File: config.mk
export PLATFORM = sky130hd
export DESIGN_NAME = uart_tx_arbiter
export DESIGN_NICKNAME = d
export VERILOG_FILES = /design/src/rtl/uart_tx_arbiter.sv
export SDC_FILE = /design/constraint.sdc
export NUM_CORES = 1
export LEC_CHECK = 0
export ABC_AREA = 0
export BUFFER_PORTS_ARGS = -buffer_cell sky130_fd_sc_hd__buf_2
export CAP_MARGIN = 20
export CORE_MARGIN = 10
export CORE_UTILIZATION = 55
export CTS_BUF_LIST = sky130_fd_sc_hd__clkbuf_4 sky130_fd_sc_hd__clkbuf_8
export DETAILED_ROUTE_END_ITERATION = 16
export HOLD_SLACK_MARGIN = 0.08
export MAX_ROUTING_LAYER = met4
export PLACE_DENSITY = 0.92
export RECOVER_POWER = 50
export SLEW_MARGIN = 20
export SYNTH_ARGS = -nofsm -noshare
export SYNTH_HDL_FRONTEND = slang
export SYNTH_SLANG_ARGS = --single-unit
export TNS_END_PERCENT = 100
File: constraint.sdc
create_clock -name clk -period 2.75 [get_ports clk]
set_input_delay 0.1375 -clock clk [delete_from_list [all_inputs] [get_ports clk]]
set_output_delay 0.1375 -clock clk [all_outputs]
set_load 0.1 [all_outputs]
File: src/rtl/uart_tx_arbiter.sv
// Round-robin arbiter sharing one UART transmitter among N_REQ byte requesters,
// with packet locking and a transmitter-hang timeout.
module uart_tx_arbiter #(
  parameter int D_W    = 8,
  parameter int N_REQ  = 4,
  parameter int TO_CYC = 200000
) (
  input  logic                   clk,
  input  logic                   rst,
  input  logic [N_REQ-1:0]       req,
  input  logic [N_REQ*D_W-1:0]   req_data,
  input  logic [N_REQ-1:0]       req_last,
  output logic [N_REQ-1:0]       grant,
  output logic [N_REQ-1:0]       ack,
  output logic [D_W-1:0]         tx_data,
  output logic                   tx_start,
  input  logic                   tx_busy,
  input  logic                   tx_done,
  output logic                   err_timeout
);

  localparam int PW = (N_REQ > 1) ? $clog2(N_REQ) : 1;
  localparam int CW = $clog2(TO_CYC + 1);
  localparam logic [CW-1:0] CNT_LAST = CW'(TO_CYC - 1);

  typedef enum logic [1:0] {
    S_IDLE,
    S_SEND,
    S_WAIT
  } state_t;

  state_t           state_reg, state_next;
  logic [PW-1:0]    ptr_reg, ptr_next;
  logic [PW-1:0]    idx_reg, idx_next;
  logic             last_reg, last_next;
  logic [CW-1:0]    cnt_reg, cnt_next;
  logic [N_REQ-1:0] grant_reg, grant_next;
  logic [N_REQ-1:0] ack_reg, ack_next;
  logic [D_W-1:0]   tx_data_reg, tx_data_next;
  logic             tx_start_reg, tx_start_next;
  logic             err_reg, err_next;

  // (base + off) mod N_REQ, valid for base, off < N_REQ
  function automatic logic [PW-1:0] wrap_add(input logic [PW-1:0] base, input int unsigned off);
    logic [PW:0] s;
    s = {1'b0, base} + (PW+1)'(off);
    if (s >= (PW+1)'(N_REQ)) s = s - (PW+1)'(N_REQ);
    return s[PW-1:0];
  endfunction

  function automatic logic [N_REQ-1:0] onehot(input logic [PW-1:0] i);
    logic [N_REQ-1:0] v;
    v = '0;
    v[i] = 1'b1;
    return v;
  endfunction

  // Requests rotated so that position 0 is the requester at ptr
  logic [N_REQ-1:0] rot_req;
  logic [PW-1:0]    rot_idx [N_REQ];

  for (genvar gi = 0; gi < N_REQ; gi++) begin : g_rot
    assign rot_idx[gi] = wrap_add(ptr_reg, gi);
    assign rot_req[gi] = req[rot_idx[gi]];
  end

  logic          pick_valid;
  logic [PW-1:0] pick_idx;

  // Scan downward so the lowest rotated position wins
  always_comb begin
    pick_valid = 1'b0;
    pick_idx   = '0;
    for (int k = N_REQ - 1; k >= 0; k--) begin
      if (rot_req[k]) begin
        pick_valid = 1'b1;
        pick_idx   = rot_idx[k];
      end
    end
  end

  always_comb begin
    state_next    = state_reg;
    ptr_next      = ptr_reg;
    idx_next      = idx_reg;
    last_next     = last_reg;
    cnt_next      = cnt_reg;
    grant_next    = grant_reg;
    ack_next      = '0;
    tx_data_next  = tx_data_reg;
    tx_start_next = 1'b0;
    err_next      = 1'b0;

    case (state_reg)
      S_IDLE: begin
        grant_next = '0;
        if (pick_valid) begin
          idx_next   = pick_idx;
          grant_next = onehot(pick_idx);
          state_next = S_SEND;
        end
      end

      S_SEND: begin
        // Withdrawal takes priority over a transmitter that just went free
        if (!req[idx_reg]) begin
          grant_next = '0;
          ptr_next   = wrap_add(idx_reg, 1);
          state_next = S_IDLE;
        end else if (!tx_busy) begin
          tx_data_next  = req_data[idx_reg*D_W +: D_W];
          tx_start_next = 1'b1;
          ack_next      = onehot(idx_reg);
          last_next     = req_last[idx_reg];
          cnt_next      = '0;
          state_next    = S_WAIT;
        end
      end

      S_WAIT: begin
        if (tx_done) begin
          if (last_reg) begin
            grant_next = '0;
            ptr_next   = wrap_add(idx_reg, 1);
            state_next = S_IDLE;
          end else begin
            state_next = S_SEND;
          end
        end else if (cnt_reg == CNT_LAST) begin
          err_next   = 1'b1;
          grant_next = '0;
          ptr_next   = wrap_add(idx_reg, 1);
          state_next = S_IDLE;
        end else if (cnt_reg != '1) begin
          cnt_next = cnt_reg + CW'(1);
        end
      end

      default: begin
        grant_next = '0;
        state_next = S_IDLE;
      end
    endcase
  end

  always_ff @(posedge clk) begin
    if (rst) begin
      state_reg    <= S_IDLE;
      ptr_reg      <= '0;
      idx_reg      <= '0;
      last_reg     <= 1'b0;
      cnt_reg      <= '0;
      grant_reg    <= '0;
      ack_reg      <= '0;
      tx_data_reg  <= '0;
      tx_start_reg <= 1'b0;
      err_reg      <= 1'b0;
    end else begin
      state_reg    <= state_next;
      ptr_reg      <= ptr_next;
      idx_reg      <= idx_next;
      last_reg     <= last_next;
      cnt_reg      <= cnt_next;
      grant_reg    <= grant_next;
      ack_reg      <= ack_next;
      tx_data_reg  <= tx_data_next;
      tx_start_reg <= tx_start_next;
      err_reg      <= err_next;
    end
  end

  assign grant       = grant_reg;
  assign ack         = ack_reg;
  assign tx_data     = tx_data_reg;
  assign tx_start    = tx_start_reg;
  assign err_timeout = err_reg;

endmodule

==> flow_metrics.env, run 1 <==
export IMPL_synth_cells=279
export IMPL_cap_violations=0
export IMPL_dr_pass1_iters=4
export IMPL_rsz0062_at_grt="no"
export IMPL_crit_family="simple AND/OR/NAND/NOR gates"
export IMPL_grt_max_degree=28
export IMPL_fp_coreArea_um2=4090
export IMPL_place_congestion=0.892
export IMPL_syn_nets=328
export IMPL_async_flop_share=0
export IMPL_drive_gt1_frac=0.206
export IMPL_max_slew_margin=0.196
export IMPL_crit_chain="nor3b_1 -> a21oi_2 -> or3_1 -> or3_1 -> a21oi_1"
export IMPL_synth_seq_area_share=0.361
export IMPL_routed_wl_um=6280
export IMPL_dp_slack_ns=0.505
export IMPL_period_needed_ns=2.33
export IMPL_num_rows=23
export IMPL_post_route_period_util=0.847
export IMPL_vias=2335
export IMPL_hold_violations=0
export IMPL_cts_root_buf="clkbuf_8"
export IMPL_synth_top_cell_by_area="dfxtp_1"
export IMPL_viasPerCell=6.06
export IMPL_synth_cell_types=44
export IMPL_cp_max_fo=13
export IMPL_io_buffers=61
export IMPL_chipWidth_um=85.8
export IMPL_clk_insertion_delay_late_ns=0.29
export IMPL_ant_nets=0
export IMPL_ios=62
export IMPL_worstHoldPathType="input port to flip-flop"
export IMPL_clk_path_buf_depth=2
export IMPL_path_buf_inv=0
export IMPL_setup_violations=0
export IMPL_fmax_mhz=429
export IMPL_wl_per_cell_um=16.3
export IMPL_dp_hpwl_um=4850
export IMPL_cts_buffers=5
export IMPL_ys_top_cells_by_area="dfxtp_1 36%, mux4_2 9.5%, nand2_1 6.3%"
export IMPL_cts_sinks=43
export IMPL_area_growth_pct=17.2
export IMPL_clk_pin_slew_ns=0.08
export IMPL_power_density_nw_per_um2=529
export IMPL_path_common_cell="or3_1"
export IMPL_yosys_warnings=0
export IMPL_antenna_found_initial=0
export IMPL_end_kind="flip-flop"
export IMPL_largest_reg_flops=18
export IMPL_slowest_stage="nor3b_1"
export IMPL_p_leak_nw=1.01
export IMPL_grt_util_all_layers=0.173
export IMPL_max_slew_worst_pin_slew_ns=1.21
export IMPL_cts_tree="done"
export IMPL_die_area_um2=7360
export IMPL_postCtsSetupRepairBufs=0
export IMPL_outcome="completed"
export IMPL_ctsHoldBuffers=0
export IMPL_cts_htree_levels=2
export IMPL_finalWorstSetupSlack_ns=0.420
export IMPL_nNetsFinal=383
export IMPL_drc=0
export IMPL_ir_worst_vdd_mv=0.367
export IMPL_worstPathRequired_ns=2.97
export IMPL_synth_area_um2=2380
export IMPL_crit_type="flip-flop to flip-flop"
export IMPL_grt_overflow=0
export IMPL_avgSynthCellArea_um2=8.54
export IMPL_slew_violations=0
export IMPL_timing_setup_tns_ns=0
export IMPL_drtIter0Drc=272
export IMPL_initial_core_util=0.583
export IMPL_antenna_cells=0
export IMPL_synth_top_cell_area_share=0.361
export IMPL_cp_data_arrival_time_ns=2.55
export IMPL_grt_pass1_vias=2290
export IMPL_grt_pass1_wl_um=10600
export IMPL_synth_edf_count=0
export IMPL_cp_start_kind="flip-flop"
export IMPL_final_setup_skew_ns=0.00529
export IMPL_die_y_um=85.8
export IMPL_synth_ff_type="dfxtp_1"
export IMPL_synth_seq_cells=43
export IMPL_cpPeakStageDelay_ns=0.55
export IMPL_cts_repair_resized=0
## metal layers
layer | wire length [um] | vias up | GRT usage
met5 | 0 | - | -
met4 | 93 | 0 | 0.0464
met3 | 338 | 9 | 0.0360
met2 | 3180 | 81 | 0.294
met1 | 2670 | 1092 | 0.202
li1 | - | 1153 | -
## report_power, final
group          total, W  leakage (nW)  switching (W)  internal [W]
logic          0.000328         0.603       0.000215      0.000114
clock network  0.000483        0.0581       0.000213      0.000270
registers      0.000667         0.348      0.0000220      0.000645
total           0.00148          1.01       0.000449       0.00103
## cell usage after synthesis (all sizes together), types with 8 or more instances
| master | n |
|---|---|
| nor2 | 16 |
| mux4 | 10 |
| o21ai | 10 |
| nand4 | 9 |
| dfxtp | 43 |
| nand3 | 9 |
| nand2 | 40 |
| a21oi | 27 |
| clkbuf | 11 |
| buf | 8 |
| inv | 10 |
| or3 | 11 |
## area by class of cell
cell class	count	area (um2)
tap	50	62.6
fill	337	1290
clock inverter	3	43.8
inverter	10	37.5
multi-input combinational	207	1400
sequential	43	861
clock buffer	5	68.8
timing repair buffer	67	320
## worst register-to-register path, delay by kind of cell, from the launching register on
| family | cells | cell delay, ns |
|---|---|---|
| flops | 1 | 0.54 |
| compound gates | 2 | 0.43 |
| simple gates | 3 | 1.30 |
## per-stage QoR
step | power [W] | hold WS, ns | cells | area, um2 | utilization
2_1_floorplan | 0.000932 | 0.216 | 279 | 2380 | -
3_3_place_gp | 0.00100 | 0.433 | 377 | 2710 | 0.663
3_5_place_dp | 0.00101 | 0.436 | 377 | 2710 | 0.663
4_1_cts | 0.00149 | 0.125 | 385 | 2820 | 0.691
5_1_grt | 0.00154 | 0.142 | 385 | 2790 | 0.683
6_report | 0.00148 | 0.142 | 385 | 2790 | 0.683
## layout by cell type, fill, tap and decap left out, types with 10 or more instances in the layout
cell      instances
nand2_1          40
nor2_1           16
clkbuf_1         20
dfxtp_1          43
or3_1            11
buf_2            43
a21oi_1          26
o21ai_0          10
mux4_2           10
inv_1            10
## kinds of logic (layout without fill, tap and decap cells)
kind of cell,Yosys count,count (layout),share of synthesized area
simple gates,123,123,0.275
compound gates,61,61,0.159
flops,43,43,0.361
buf+inv,29,85,0.0515
mux,16,16,0.120
fa+ha+maj,5,5,0.0263
xor+xnor,2,2,0.00735
## path summary, 6_finish.rpt
path | start | to | slack (ns) | depth (start not counted)
worst min register to register | tx_data[4]$_SDFFE_PP0P_ | tx_data[4]$_SDFFE_PP0P_ | 0.46 | 2
worst max register to register | state_reg[0]$_SDFFE_PP0P_ | cnt_reg[8]$_SDFFE_PP0P_ | 0.42 | 5
worst max-delay path | state_reg[0]$_SDFFE_PP0P_ | cnt_reg[8]$_SDFFE_PP0P_ | 0.42 | 5
worst min-delay path | tx_busy | state_reg[0]$_SDFFE_PP0P_ | 0.14 | 3
Power figures use the tool's default switching activity.
==> run 2: changes to the inputs <==
--- a/config.mk
+++ b/config.mk
@@ -9,12 +9,12 @@
 export BUFFER_PORTS_ARGS = -buffer_cell sky130_fd_sc_hd__buf_2
 export CAP_MARGIN = 20
 export CORE_MARGIN = 10
-export CORE_UTILIZATION = 55
+export CORE_UTILIZATION = 49
 export CTS_BUF_LIST = sky130_fd_sc_hd__clkbuf_4 sky130_fd_sc_hd__clkbuf_8
 export DETAILED_ROUTE_END_ITERATION = 16
 export HOLD_SLACK_MARGIN = 0.08
 export MAX_ROUTING_LAYER = met4
-export PLACE_DENSITY = 0.92
+export PLACE_DENSITY = 0.87
 export RECOVER_POWER = 50
 export SLEW_MARGIN = 20
 export SYNTH_ARGS = -nofsm -noshare
==> constraint.sdc (replaced) <==
create_clock -name clk -period 2 [get_ports clk]
set_input_delay 0.1 -clock clk [delete_from_list [all_inputs] [get_ports clk]]
set_output_delay 0.1 -clock clk [all_outputs]
set_load 0.1 [all_outputs]
==> run 2 against run 1 <==
- clock-buffer cell count rose by 1
- sequential power rose by 37%
- sequential share of layout area fell by 1.7 points
- final area rose by 6.1%
- clock skew rose by 0.011 ns
- critical path type unchanged
- largest power group unchanged
- highest routed layer unchanged
==> flow_metrics.env, run 2 (synthesized netlist as in run 1, its figures left out) <==
export IMPL_cts_sinks=43
export IMPL_max_slew_worst_pin_slew_ns=1.22
export IMPL_drtIter0Drc=231
export IMPL_ant_nets=0
export IMPL_r2r_cells=5
export IMPL_grt_max_degree=27
export IMPL_crit_type="flip-flop to flip-flop"
export IMPL_ios=62
export IMPL_hold_violations=0
export IMPL_grt_pass1_wl_um=11400
export IMPL_wl_per_cell_um=16.6
export IMPL_seq_area_um2=862
export IMPL_end_kind="flip-flop"
export IMPL_path_common_cell="nand2_1"
export IMPL_worstPathRequired_ns=2.25
export IMPL_post_route_period_util=0.957
export IMPL_crit_start="idx_reg[0]$_SDFFE_PP0P_"
export IMPL_die_y_um=89.7
export IMPL_die_area_um2=8050
export IMPL_instances_no_fill=415
export IMPL_p_leak_nw=1.12
export IMPL_cap_violations=0
export IMPL_vias=2433
export IMPL_num_rows=25
export IMPL_final_setup_skew_ns=0.0160
export IMPL_slew_violations=0
export IMPL_outcome="completed"
export IMPL_cts_root_buf="clkbuf_8"
export IMPL_r2r_slack_ns=0.09
export IMPL_drive_gt1_frac=0.259
export IMPL_ctsHoldBuffers=0
export IMPL_rr_startpoint="idx_reg[0]$_SDFFE_PP0P_"
export IMPL_routed_wl_um=6880
export IMPL_rsz0062_at_grt="no"
export IMPL_initial_core_util=0.504
export IMPL_area_growth_pct=24.4
export IMPL_place_congestion=0.931
export IMPL_period_needed_ns=1.91
export IMPL_crit_chain="mux4_2 -> nand2_1 -> nand2_1 -> or4_1 -> nand2_1"
export IMPL_slowest_stage="mux4_2"
export IMPL_clk_path_buf_depth=2
export IMPL_worstHoldPathType="input port to flip-flop"
export IMPL_ir_worst_vdd_mv=0.474
export IMPL_io_buffers=61
export IMPL_viasPerCell=5.86
export IMPL_nNetsFinal=396
export IMPL_fp_coreArea_um2=4720
export IMPL_place_area_um2=2810
export IMPL_antenna_cells=0
export IMPL_max_slew_margin=0.193
export IMPL_hold_worst_slack_ns=0.110
export IMPL_finalWorstSetupSlack_ns=0.0853
export IMPL_clk_pin_slew_ns=0.09
export IMPL_setup_violations=0
export IMPL_fin_area_um2=2960
export IMPL_dp_slack_ns=0.0530
export IMPL_drc=0
export IMPL_power_density_nw_per_um2=713
export IMPL_grt_overflow=0
export IMPL_largest_reg_flops=18
export IMPL_cts_tree="done"
export IMPL_cts_buffers=5
export IMPL_cp_max_fo=8
export IMPL_layout_common_cells="43 x buf_2, 42 x dfxtp_1, 40 x nand2_1, 25 x a21oi_1, 19 x clkbuf_1"
export IMPL_fmax_mhz=522
export IMPL_grt_pass1_vias=2446
export IMPL_numPlacedInstances=405
export IMPL_cts_htree_levels=2
export IMPL_fillers=412
export IMPL_multi_input_area_um2=1440
export IMPL_cpPeakStageDelay_ns=0.61
export IMPL_grt_util_all_layers=0.170
export IMPL_clk_insertion_delay_late_ns=0.30
export IMPL_antenna_found_initial=0
export IMPL_cp_endpoint="cnt_reg[5]$_SDFFE_PP0P_"
export IMPL_crit_family="simple AND/OR/NAND/NOR gates"
export IMPL_cp_start_kind="flip-flop"
export IMPL_dr_pass1_iters=4
export IMPL_reg2reg_to="cnt_reg[5]$_SDFFE_PP0P_"
export IMPL_path_buf_inv=0
export IMPL_dp_hpwl_um=5130
export IMPL_layout_commonest_cell="buf_2"
export IMPL_chipWidth_um=89.7
export IMPL_cp_data_arrival_time_ns=2.16
export IMPL_timing_setup_tns_ns=0
export IMPL_timing_critical_path_depth=5
## run 2: worst min-delay path by stage
stage	start	endpoint	depth (start not counted)
after floorplan	tx_done	err_timeout$_SDFF_PP0_	1
after global placement	tx_busy	state_reg[0]$_SDFFE_PP0P_	3
after detailed placement	tx_done	err_timeout$_SDFF_PP0_	2
after CTS	tx_done	err_timeout$_SDFF_PP0_	2
after global routing	tx_done	err_timeout$_SDFF_PP0_	2
final	tx_done	err_timeout$_SDFF_PP0_	2
## run 2: report_power, final
group / switching, W / leakage, nW / internal [W]
Sequential: 0.0000270 / 0.349 / 0.000888
Clock: 0.000303 / 0.0612 / 0.000404
Combinational: 0.000311 / 0.706 / 0.000179
## run 2: through the flow
step                      utilization  total power [W]
after floorplan                     -          0.00128
after global placement          0.596          0.00139
final                           0.628          0.00211
after global routing            0.628          0.00219
after CTS                       0.621          0.00210
after detailed placement        0.596          0.00141
## run 2: routing by layer
layer  track usage  part of all wire  routed length, um  up-vias
met1         0.181              0.40               2790     1173
met5             -                 0                  0        -
met2         0.307              0.54               3680       78
met3        0.0299             0.038                261       15
li1              -                 -                  -     1167
met4        0.0606             0.022                148        0
## run 2: layout make-up
| class | instances | share of cell area |
|---|---|---|
| clock buffer | 6 | 0.0279 |
| timing repair buffer | 80 | 0.141 |
| sequential | 43 | 0.291 |
| clock inverter | 2 | 0.0118 |
| tap | 67 | 0.0283 |
| multi-input combinational | 207 | 0.487 |
| inverter | 10 | 0.0127 |
## run 2: worst reg2reg max path, delay by kind of cell, from the launching register on
| kind | cells | cell delay, ns |
|---|---|---|
| flops | 1 | 0.36 |
| mux | 1 | 0.62 |
| simple gates | 4 | 0.90 |
## run 2: what timing repair did
| item | in CTS | in global routing |
|---|---|---|
| endpoints found under the setup margin | 0 | 20 |
| buffers inserted | 0 | 2 |
| resized for setup | 0 | 9 |
==> run 3: changes to the inputs <==
--- a/config.mk
+++ b/config.mk
@@ -5,15 +5,15 @@
 export SDC_FILE = /design/constraint.sdc
 export NUM_CORES = 1
 export LEC_CHECK = 0
-export ABC_AREA = 0
+export ABC_AREA = 1
 export BUFFER_PORTS_ARGS = -buffer_cell sky130_fd_sc_hd__buf_2
 export CAP_MARGIN = 20
+export CORE_ASPECT_RATIO = 1.5
 export CORE_MARGIN = 10
-export CORE_UTILIZATION = 49
+export CORE_UTILIZATION = 50
 export CTS_BUF_LIST = sky130_fd_sc_hd__clkbuf_4 sky130_fd_sc_hd__clkbuf_8
 export DETAILED_ROUTE_END_ITERATION = 16
 export HOLD_SLACK_MARGIN = 0.08
-export MAX_ROUTING_LAYER = met4
 export PLACE_DENSITY = 0.87
 export RECOVER_POWER = 50
 export SLEW_MARGIN = 20
==> run 3 against run 2 <==
- final area grew 4.4%
- global-route usage is 0.45 points lower
- clock-buffer cell count unchanged
- largest cell class unchanged
==> flow_metrics.env, run 3 <==
export IMPL_outcome="completed"
export IMPL_layout_commonest_cell="nand2_1"
export IMPL_r2r_slack_ns=0.20
export IMPL_fin_area_um2=3100
export IMPL_vias=2861
export IMPL_avgSynthCellArea_um2=6.27
export IMPL_crit_chain="ha_2 -> nand2_1 -> nor2_4 -> nand2_4 -> nor2_4 -> nand2_2 -> nand2_1 -> nand2_1 -> nand2_2 -> inv_2 -> o21ai_0 -> nor2_1"
export IMPL_grt_pass1_vias=2809
export IMPL_wl_met2_um=3540
export IMPL_worstHoldStart="req_data[28]"
export IMPL_clk_pin_slew_ns=0.09
export IMPL_synthAdderAreaFrac=0.0240
export IMPL_wl_met3_um=496
export IMPL_nNetsFinal=530
export IMPL_drt_met1_wl_um=2840
export IMPL_synth_top_family_by_area="simple AND/OR/NAND/NOR gates"
export IMPL_slew_violations=0
export IMPL_dr_max_layer_used="met4"
export IMPL_async_flop_share=0
export IMPL_initial_core_util=0.513
export IMPL_synth_simple_area_share=0.380
export IMPL_post_route_period_util=0.901
export IMPL_grt_overflow=0
export IMPL_io_buffers=61
export IMPL_num_rows=32
export IMPL_synthTopCellsByCount="100 x nand2_1, 82 x nor2_1, 43 x dfxtp_1"
export IMPL_layout_common_cells="100 x nand2_1, 82 x nor2_1, 43 x dfxtp_1, 43 x buf_2, 35 x o21ai_0"
export IMPL_slowest_stage="dfxtp_1"
export IMPL_viasPerCell=5.20
export IMPL_grt_util_all_layers=0.165
export IMPL_cp_start_kind="flip-flop"
export IMPL_clk_path_buf_depth=2
export IMPL_cp_max_fo=17
export IMPL_r2r_cells=12
export IMPL_synth_top_cell_area_share=0.330
export IMPL_hold_violations=0
export IMPL_antenna_found_initial=0
export IMPL_end_kind="flip-flop"
export IMPL_worstPathRequired_ns=2.19
export IMPL_fmax_mhz=555
export IMPL_synth_seq_cells=43
export IMPL_dr_pass1_iters=4
export IMPL_synth_area_um2=2610
export IMPL_routed_wl_um=7020
export IMPL_area_growth_pct=18.6
export IMPL_setup_violations=0
export IMPL_holdPathStages=3
export IMPL_die_y_um=108
export IMPL_reg2reg_to="cnt_reg[0]$_SDFFE_PP0P_"
export IMPL_fp_coreArea_um2=5080
export IMPL_ys_top_cells_by_area="dfxtp_1 33%, nand2_1 14%, nor2_1 12%"
export IMPL_synth_edf_count=0
export IMPL_cts_htree_levels=2
export IMPL_synth_cells=416
export IMPL_cts_sinks=43
export IMPL_max_slew_worst_pin_slew_ns=1.19
export IMPL_die_area_um2=8570
export IMPL_cp_data_arrival_time_ns=2.00
export IMPL_drc=0
export IMPL_crit_type="flip-flop to flip-flop"
export IMPL_ctsHoldBuffers=0
export IMPL_yosys_warnings=0
export IMPL_numPlacedInstances=540
export IMPL_path_common_cell="nand2_1"
export IMPL_cts_root_buf="clkbuf_8"
export IMPL_synth_cell_types=29
export IMPL_ir_worst_vdd_mv=0.750
export IMPL_instances_no_fill=550
export IMPL_final_setup_skew_ns=0.00637
export IMPL_max_slew_margin=0.209
export IMPL_whs_endpoint="tx_data[4]$_SDFFE_PP0P_"
export IMPL_cts_buffers=5
export IMPL_synth_top_cell_by_area="dfxtp_1"
export IMPL_p_total_w=0.00357
export IMPL_period_needed_ns=1.80
export IMPL_ios=62
export IMPL_synth_seq_area_share=0.330
export IMPL_p_leak_nw=1.31
export IMPL_path_buf_inv=1
export IMPL_chipWidth_um=79.0
export IMPL_worstHoldPathType="input port to flip-flop"
export IMPL_dp_hpwl_um=5520
export IMPL_drive_gt1_frac=0.178
export IMPL_largest_reg_flops=18
export IMPL_power_density_nw_per_um2=1150
export IMPL_synth_ff_type="dfxtp_1"
export IMPL_rr_startpoint="cnt_reg[1]$_SDFFE_PP0P_"
export IMPL_drtIter0Drc=174
export IMPL_synth_xor_area_frac=0.0302
export IMPL_crit_family="simple AND/OR/NAND/NOR gates"
export IMPL_wl_per_cell_um=12.8
export IMPL_synth_mux_area_fraction=0
export IMPL_grt_max_degree=23
export IMPL_synth_compound_area_frac=0.151
export IMPL_place_congestion=0.926
export IMPL_cts_tree="done"
export IMPL_fillers=502
export IMPL_syn_nets=465
export IMPL_clk_insertion_delay_late_ns=0.30
export IMPL_yosysMostFrequentCell="nand2_1"
export IMPL_grt_pass1_wl_um=11900
export IMPL_place_area_um2=3000
export IMPL_cap_violations=0
export IMPL_antenna_cells=0
export IMPL_ant_nets=0
export IMPL_cpPeakStageDelay_ns=0.39
-- run 3: cell types whose count changed in the layout (fill, tap and decap cells not counted), sizes merged, moves of 10 or more --
cell   previous run  this run
nand2            40       103
o21ai            10        36
or3              11         0
inv              10        38
nand3             9        34
mux4             10         0
nor2             16        86
a31oi             0        10
-- run 3: cells by family (layout without fill, tap and decap cells) --
| logic type | count (synthesis) | in the layout |
|---|---|---|
| and+or+nand+nor | 235 | 235 |
| xor gates and xnor gates | 9 | 9 |
| buffers and inverters | 54 | 120 |
| DFF | 43 | 43 |
| AOI/OAI and AO/OA | 70 | 70 |
| adders and majority gates | 5 | 5 |
-- run 3: metal layers --
layer	GRT usage	vias up
met5	0	-
met4	0.0630	0
li1	-	1467
met3	0.0490	15
met1	0.173	1274
met2	0.302	105
-- run 3: how the worst max path moves through the flow --
stage,cells past startpoint,to,startpoint
2_1_floorplan,13,cnt_reg[15]$_SDFFE_PP0P_,cnt_reg[0]$_SDFFE_PP0P_
3_3_place_gp,13,cnt_reg[3]$_SDFFE_PP0P_,cnt_reg[1]$_SDFFE_PP0P_
3_5_place_dp,12,cnt_reg[0]$_SDFFE_PP0P_,cnt_reg[1]$_SDFFE_PP0P_
4_1_cts,12,cnt_reg[0]$_SDFFE_PP0P_,cnt_reg[1]$_SDFFE_PP0P_
5_1_grt,12,cnt_reg[0]$_SDFFE_PP0P_,cnt_reg[1]$_SDFFE_PP0P_
6_report,12,cnt_reg[0]$_SDFFE_PP0P_,cnt_reg[1]$_SDFFE_PP0P_
-- run 3: power by group --
part | total (W) | internal (W) | switching (W)
combinational | 0.00189 | 0.000480 | 0.00141
clock | 0.000603 | 0.000282 | 0.000320
sequential | 0.00107 | 0.000980 | 0.0000941
-- run 3: worst min-delay path: cells and delay by family --
family	cells	cell delay, ns
compound gates	2	0.20
buf+inv	1	0.07
-- run 3: layout make-up --
class,instances,area [um2],area share
Tap cell,68,85.1,0.0275
Clock buffer,6,82.6,0.0267
Clock inverter,2,16.3,0.00525
Sequential cell,43,861,0.278
Multi-Input combinational cell,319,1530,0.495
Inverter,39,146,0.0473
Timing Repair Buffer,73,373,0.120
-- run 3: repair_timing --
| item | 4_1_cts | 5_1_grt |
|---|---|---|
| resized for setup | 0 | 1 |
| endpoints found under the setup margin | 0 | 17 |
| setup buffers | 0 | 2 |
-- run 3: per-stage QoR --
step           hold WS (ns)  worst slack [ns]  utilization  TNS [ns]
2_1_floorplan         0.193             0.222            -         0
3_5_place_dp          0.421             0.145        0.590         0
5_1_grt               0.113           -0.0123        0.609   -0.0123
4_1_cts               0.105             0.129        0.610         0
6_report              0.104             0.198        0.609         0
3_3_place_gp          0.412             0.254        0.590         0
